## config.mk

```make
export PLATFORM = sky130hd
export DESIGN_NAME = seq101_pattern_tx
export DESIGN_NICKNAME = d
export VERILOG_FILES = /design/src/rtl/seq101_pattern_tx.sv
export SDC_FILE = /design/constraint.sdc
export NUM_CORES = 1
export LEC_CHECK = 0
export ABC_AREA = 1
export BUFFER_PORTS_ARGS = -buffer_cell sky130_fd_sc_hd__buf_4
export CELL_PAD_IN_SITES_DETAIL_PLACEMENT = 1
export CELL_PAD_IN_SITES_GLOBAL_PLACEMENT = 2
export CORE_MARGIN = 4
export CORE_UTILIZATION = 35
export CTS_BUF_LIST = sky130_fd_sc_hd__clkbuf_4 sky130_fd_sc_hd__clkbuf_8
export DETAILED_ROUTE_END_ITERATION = 16
export GPL_TIMING_DRIVEN = 0
export PLACE_DENSITY_LB_ADDON = 0.1
export SYNTH_ARGS = -nofsm -noshare
export SYNTH_HDL_FRONTEND = slang
export SYNTH_SLANG_ARGS = --single-unit
```

## constraint.sdc

```tcl
create_clock -name clk -period 3.1 [get_ports clk]
set_input_delay 0.465 -clock clk [delete_from_list [all_inputs] [get_ports clk]]
set_output_delay 0.465 -clock clk [all_outputs]
set_load 0.01 [all_outputs]
```

## src/rtl/seq101_pattern_tx.sv

```systemverilog
// Serial "101" pattern transmitter: shifts handshaked words out MSB-first with an optional
// repeat count, and runs a golden model of the overlapping Mealy "101" detector alongside.
module seq101_pattern_tx #(
    parameter int   WIDTH    = 8,
    parameter int   REP_W    = 4,
    parameter int   COUNT_W  = 16,
    parameter logic IDLE_BIT = 1'b0
) (
    input  logic               clk,
    input  logic               reset,
    input  logic               in_valid,
    output logic               in_ready,
    input  logic [WIDTH-1:0]   in_data,
    input  logic [REP_W-1:0]   in_repeat,
    input  logic               cnt_clear,
    output logic               tx_bit,
    output logic               tx_active,
    output logic               frame_done,
    output logic               expect_detect,
    output logic [COUNT_W-1:0] detect_count
);

    localparam int BC_W = $clog2(WIDTH);
    localparam logic [BC_W-1:0] LAST_IDX = BC_W'(WIDTH - 1);

    typedef enum logic {IDLE, SHIFT} state_t;

    state_t             state_q, state_d;
    logic [WIDTH-1:0]   shreg_q, shreg_d;
    logic [WIDTH-1:0]   word_q, word_d;
    logic [BC_W-1:0]    bit_cnt_q, bit_cnt_d;
    logic [REP_W-1:0]   rep_cnt_q, rep_cnt_d;
    logic [1:0]         hist_q, hist_d;
    logic [COUNT_W-1:0] detect_count_q, detect_count_d;

    logic last_bit;
    logic accept;

    always_ff @(posedge clk) begin
        if (reset) begin
            state_q        <= IDLE;
            shreg_q        <= '0;
            word_q         <= '0;
            bit_cnt_q      <= '0;
            rep_cnt_q      <= '0;
            hist_q         <= 2'b00;
            detect_count_q <= '0;
        end else begin
            state_q        <= state_d;
            shreg_q        <= shreg_d;
            word_q         <= word_d;
            bit_cnt_q      <= bit_cnt_d;
            rep_cnt_q      <= rep_cnt_d;
            hist_q         <= hist_d;
            detect_count_q <= detect_count_d;
        end
    end

    always_comb begin
        state_d        = state_q;
        shreg_d        = shreg_q;
        word_d         = word_q;
        bit_cnt_d      = bit_cnt_q;
        rep_cnt_d      = rep_cnt_q;
        detect_count_d = detect_count_q;

        last_bit   = (state_q == SHIFT) && (bit_cnt_q == '0) && (rep_cnt_q == '0);
        in_ready   = !reset && ((state_q == IDLE) || last_bit);
        accept     = in_valid && in_ready;
        tx_active  = (state_q == SHIFT);
        tx_bit     = (state_q == SHIFT) ? shreg_q[WIDTH-1] : IDLE_BIT;
        frame_done = last_bit;

        // hist == 2'b10 is the detector's "saw 10" state; a 1 now completes the pattern
        expect_detect = (hist_q == 2'b10) && tx_bit;
        hist_d        = {hist_q[0], tx_bit};

        if (state_q == SHIFT) begin
            if (bit_cnt_q != '0) begin
                shreg_d   = {shreg_q[WIDTH-2:0], 1'b0};
                bit_cnt_d = bit_cnt_q - 1'b1;
            end else if (rep_cnt_q != '0) begin
                shreg_d   = word_q;
                bit_cnt_d = LAST_IDX;
                rep_cnt_d = rep_cnt_q - 1'b1;
            end else if (!accept) begin
                state_d = IDLE;
            end
        end

        if (accept) begin
            state_d   = SHIFT;
            shreg_d   = in_data;
            word_d    = in_data;
            bit_cnt_d = LAST_IDX;
            rep_cnt_d = in_repeat;
        end

        if (cnt_clear) begin
            detect_count_d = '0;
        end else if (expect_detect && (detect_count_q != '1)) begin
            detect_count_d = detect_count_q + 1'b1;
        end
    end

    assign detect_count = detect_count_q;

endmodule

```

; Word-level counts from Yosys, hierarchy flattened
; Cells that the tools add are included.
[totals]
out_inout_bits = 21
elab_cells = 49
register_bits = 42
in_bits = 16
[op_classes]
n_mux = 17
reduce_logical = 18
eq_ne = 3
n_addsub = 3
n_bitwise = 1
[op_table]
columns = op, count
row1 = 8-bit 2-to-1 mux, 4
row2 = "16-bit by 1-bit adder with 16-bit output, second input constant", 1
row3 = 4-bit 2-to-1 mux, 4
row4 = "16-bit != test, second input constant", 1
row5 = 3-bit 2-to-1 mux, 4
row6 = 1-bit logical AND, 6
row7 = 3-bit nonzero test, 2
row8 = 1-bit 2-to-1 mux, 5
row9 = 4-bit logical NOT, 1
row10 = 2-bit nonzero test, 2
row11 = 4-bit nonzero test, 1
row12 = "4-bit by 1-bit subtractor with 4-bit output, second input constant", 1
row13 = 3-bit logical NOT, 1
row14 = 3-bit AND reduction, 1
row15 = "3-bit by 1-bit subtractor with 3-bit output, second input constant", 1
row16 = "2-bit equality test, second input constant", 1
row17 = "2-bit != test, second input constant", 1
row18 = 2-bit AND reduction, 1
row19 = 2-bit OR reduction, 1
row20 = 1-bit logical NOT, 1
row21 = 1-bit logical OR, 1
row22 = 1-bit inverter, 1

; Longest topological paths before layout
[logic_depth]
word_depth = 8
depth_mapped = 12
depth_no_buf = 11

; Worst setup path before layout
; Ideal clock, no wire load.
[synth_path]
path_type = register to register
start = register detect_count_q[0] (netlist: detect_count[0])
end = register detect_count_q[11] (netlist: detect_count[11])
synth_period_minus_slack_ns = 1.581
path_slack_ns = 1.519
path_stages_with_launch = 9
arrival_ns = 1.511
setup_time_ns = 0.070
path_buffers = 1
required_time_ns = 3.030
cell_sequence = dfxtp_1 -> ha_1 -> nand3_1 -> inv_1 -> nand4_4 -> nand2_4 -> buf_8 -> nand2_1 -> a21oi_2
[synth_via]
elab_chain_cells = 2
elab_cells_between_ends = 3
cone_classes = 1 x add/sub / 1 x eq/ne / 1 x reduce/logical
[synth_lines]
columns = element, line
row1 = start: declaration, 34  ; logic [COUNT_W-1:0] detect_count_q, detect_count_d;
row2 = start signal: assignment, 55  ; detect_count_q <= detect_count_d;
row3 = branches (longest 2 deep; another with 16-bit by 1-bit adder with 16-bit output), --
; Several ways; the timed one is not identified.
; A chain may end at the register's enable or synchronous reset.

; Final worst setup path
[layout_path]
start = register bit_cnt_q[0]
end = output port in_ready
[layout_via]
elab_chain_cells = 5
[layout_lines]
columns = element, line
row1 = start: declaration, 31  ; logic [BC_W-1:0] bit_cnt_q, bit_cnt_d;
row2 = start signal: assignment, 52  ; bit_cnt_q <= bit_cnt_d;
row3 = 3-bit logical NOT, 67  ; last_bit = (state_q == SHIFT) && (bit_cnt_q == '0) && (rep_cnt_q == '0);
row4 = 1-bit logical AND (2 in series), 67
row5 = 1-bit logical OR, 68  ; in_ready = !reset && ((state_q == IDLE) || last_bit);
row6 = 1-bit logical AND, 68
row7 = end: declaration, 12  ; output logic in_ready,
; Every way passes these cells.

==> flow_summary.ini <==
[status]
status = finished clean

[setup_path]
path_cells = inv_1 -> ha_1 -> inv_1 -> nor2_4 -> nand3_2 -> nand2_2 -> nand2_1 -> inv_1 -> buf_4
worstPathRequired_ps = 2630
critPathArrivalTime_ps = 1690
path_common_cell = inv_1
r2r_end = detect_count[10]
startpoint = bit_cnt_q[0]
reg2reg_slack_ps = 1200
worstPathMaxFanout = 8
r2r.worst_path.cells = 8
crit_type = register to output pin
regToRegStartpoint = detect_count[0]
critical-path-max-stage-delay_ps = 320
endpoint_kind = output pin
start_kind = register
cp_slowest_cell = dfxtp_1
crit_end = in_ready

[final_layout]
fillCellCount = 898
drive_gt1_frac = 0.185
layout-area-overhead-vs-synth_pct = 19.2
num_antenna_cells = 0
utilization = 0.428
final_nets = 425

[sta]
period_needed_ps = 2150
fmax_mhz = 464
setup_violations = 0
hold_viol = 0
timing.final.crit_share = 0.695
fin_skew_ps = 6.16
hold_ws_ps = 431
rsz0062_at_grt = no
fin_tns_setup_ps = 0
maxSlewHeadroom = 0.495
worst_slack_ps = 946
slew_viol_final = 0
worstMarginPinSlew_ps = 757

[logic_synthesis]
synth_xor_area_frac = 0.0253
ys_dominant_reg_cell = dfxtp_1
syn-num-nets = 382
synth_top_family_by_area = simple AND/OR/NAND/NOR gates
synth.distinct_cells = 34
synth_edf_count = 0
ys_async_sr_fraction = 0
yosys.area_share.adder = 0.0258
synth-simple-area-share = 0.392
synth-compound-area-share = 0.122
ys_seq_area_frac = 0.346
yosys_warnings = 0
netlist_area_mm2 = 0.00243
synthMuxAreaShare = 0
netlist_instances = 361
ys_ff_latch = 42
syn_area_per_cell_um2 = 6.72

[pwr]
internal-power_mw = 0.861
leakage_nw = 1.28
powerDensity_mw_per_mm2 = 432
p_comb_frac = 0.216
swShare = 0.311
seqPwrFrac = 0.478
clkPwrFrac = 0.306
total_power_mw = 1.25
vdd_drop_max_uv = 196
p_switching_mw = 0.388

[route]
drc = 0
vias = 2414
drt_wl_total_um = 6980
wl_per_cell_um = 14.4
postRouteAntennaNets = 0
avgViaCountPerCell = 4.98
dr.pass1.iters = 4
drt-initial-drc-count = 109

[floorplanning]
core_area_mm2 = 0.00676
row_count = 30
start_util = 0.359
fp.dieW_um = 91.3
dieArea_mm2 = 0.00833
die_h_um = 91.3
io_pins = 37

[grt]
grt_pass1_wl_um = 11700
grt_pass1_vias = 2343
grt_max_degree = 13
gr-total-overflow = 0
antenna_found_initial = 0
grt.total_usage = 0.175

[cts]
hold_buffers = 0
htreeDepth = 2
cts_root_buf = clkbuf_8
worstSkewPairLatency_ps = 290
clockBufferDepth = 2
clk_pin_slew_ps = 80
numCtsBuffers = 5
postCtsSetupBuffers = 0
cts.sinks = 42
cts_tree = done
cts_resized = 0

[hold_path]
hold_class = input pin to register
whs_path_depth = 3

[flow_run]
maxCapViolations = 0

[placed_design]
dp_hpwl_um = 5280
io_buffer_count = 36
post-place-ws_ps = 1210
routabilityCongestion = 0.828
-- final cells by class --
cell class,instances,area (um^2),area share
clock buffer,7,90.1,0.0311
timing repair buffer,36,270,0.0934
sequential,42,841,0.291
tap,80,100,0.0346
inverter,41,154,0.0532
multi-input combinational,268,1370,0.474
buffer,10,60.1,0.0208
clock inverter,1,5.00,0.00173
-- power by group through the flow --
stage	clock network [mW]	logic, mW	registers (mW)
finish	0.382	0.270	0.597
global route	0.420	0.307	0.602
CTS	0.402	0.273	0.597
detailed placement	0	0.272	0.610
global placement	0	0.263	0.608
floorplan	0	0.188	0.605
-- routing by layer --
metal,vias up,global-route usage,share of wire
met4,0,0.0440,0.0082
met5,-,0,0
met2,32,0.270,0.44
met3,5,0.0265,0.033
li1,1239,-,-
met1,1138,0.253,0.52
-- synth_stat cells (2+ instances only) --
| cell | count | area (um^2) |
|---|---|---|
| nand4_1 | 9 | 56.3 |
| nand3b_1 | 2 | 15.0 |
| nand2_2 | 3 | 18.8 |
| o21ai_0 | 13 | 65.1 |
| clkbuf_1 | 3 | 11.3 |
| dfxtp_1 | 42 | 841 |
| inv_2 | 4 | 15.0 |
| nand3_1 | 27 | 135 |
| buf_2 | 3 | 15.0 |
| a21oi_2 | 7 | 61.3 |
| nor2_2 | 3 | 18.8 |
| inv_1 | 36 | 135 |
| nor3_1 | 3 | 15.0 |
| nand2_1 | 123 | 462 |
| buf_1 | 2 | 7.51 |
| xnor2_1 | 2 | 17.5 |
| ha_1 | 5 | 62.6 |
| a21oi_1 | 18 | 90.1 |
| nor2_4 | 2 | 22.5 |
| xor2_1 | 5 | 43.8 |
| nor2_1 | 30 | 113 |
| o31ai_1 | 7 | 52.6 |
-- layout by cell type, fill, tap and decap left out, types with 2 or more instances in the layout --
cell      synthesis  final
nand2_2           3      3
a21oi_1          18     18
ha_1              5      5
xor2_1            5      5
a21oi_2           7      7
inv_1            36     36
buf_1             2      2
nor2_1           30     30
xnor2_1           2      2
nand3b_1          2      2
buf_4             0     36
clkbuf_8          0      6
buf_2             3      3
dfxtp_1          42     42
nor3_1            3      3
nand4_1           9      9
o31ai_1           7      7
nand2_1         123    123
o21ai_0          13     13
nor2_2            3      3
nor2_4            2      2
inv_2             4      4
nand3_1          27     27
clkbuf_1          3      3
-- worst min path at each step --
stage,start,endpoint,slack [ps]
final,in_data[3],word_q[3],430
after global routing,in_data[4],word_q[4],430
after CTS,in_data[3],word_q[3],420
after detailed placement,hist_q[0],hist_q[1],430
after global placement,hist_q[0],hist_q[1],420
after floorplan,hist_q[0],hist_q[1],410
-- registers in the layout (all words and copies together) (netlist names) --
| name | cells |
|---|---|
| shreg_q | 8 |
| tx_active | 1 |
| bit_cnt_q | 3 |
| rep_cnt_q | 4 |
| hist_q | 2 |
| detect_count | 16 |
| word_q | 8 |
-- critical path, delay by kind of cell (launching register included) --
family / cells / cell delay (ps)
and+or+nand+nor: 4 / 580
buffers and inverters: 4 / 340
DFF: 1 / 320
adders and majority gates: 1 / 160
-- cell families after synthesis --
| logic type | Yosys count |
|---|---|
| compound gates | 48 |
| xor+xnor | 7 |
| buf+inv | 51 |
| fa+ha+maj | 5 |
| flops | 42 |
| simple gates | 208 |
-- stage by stage --
stage          area, um^2  std cells
2_1_floorplan        2430        361
3_3_place_gp         2800        477
3_5_place_dp         2800        477
4_1_cts              2890        485
5_1_grt              2890        485
6_report             2890        485
No activity file was read; power rests on OpenSTA's default activity.
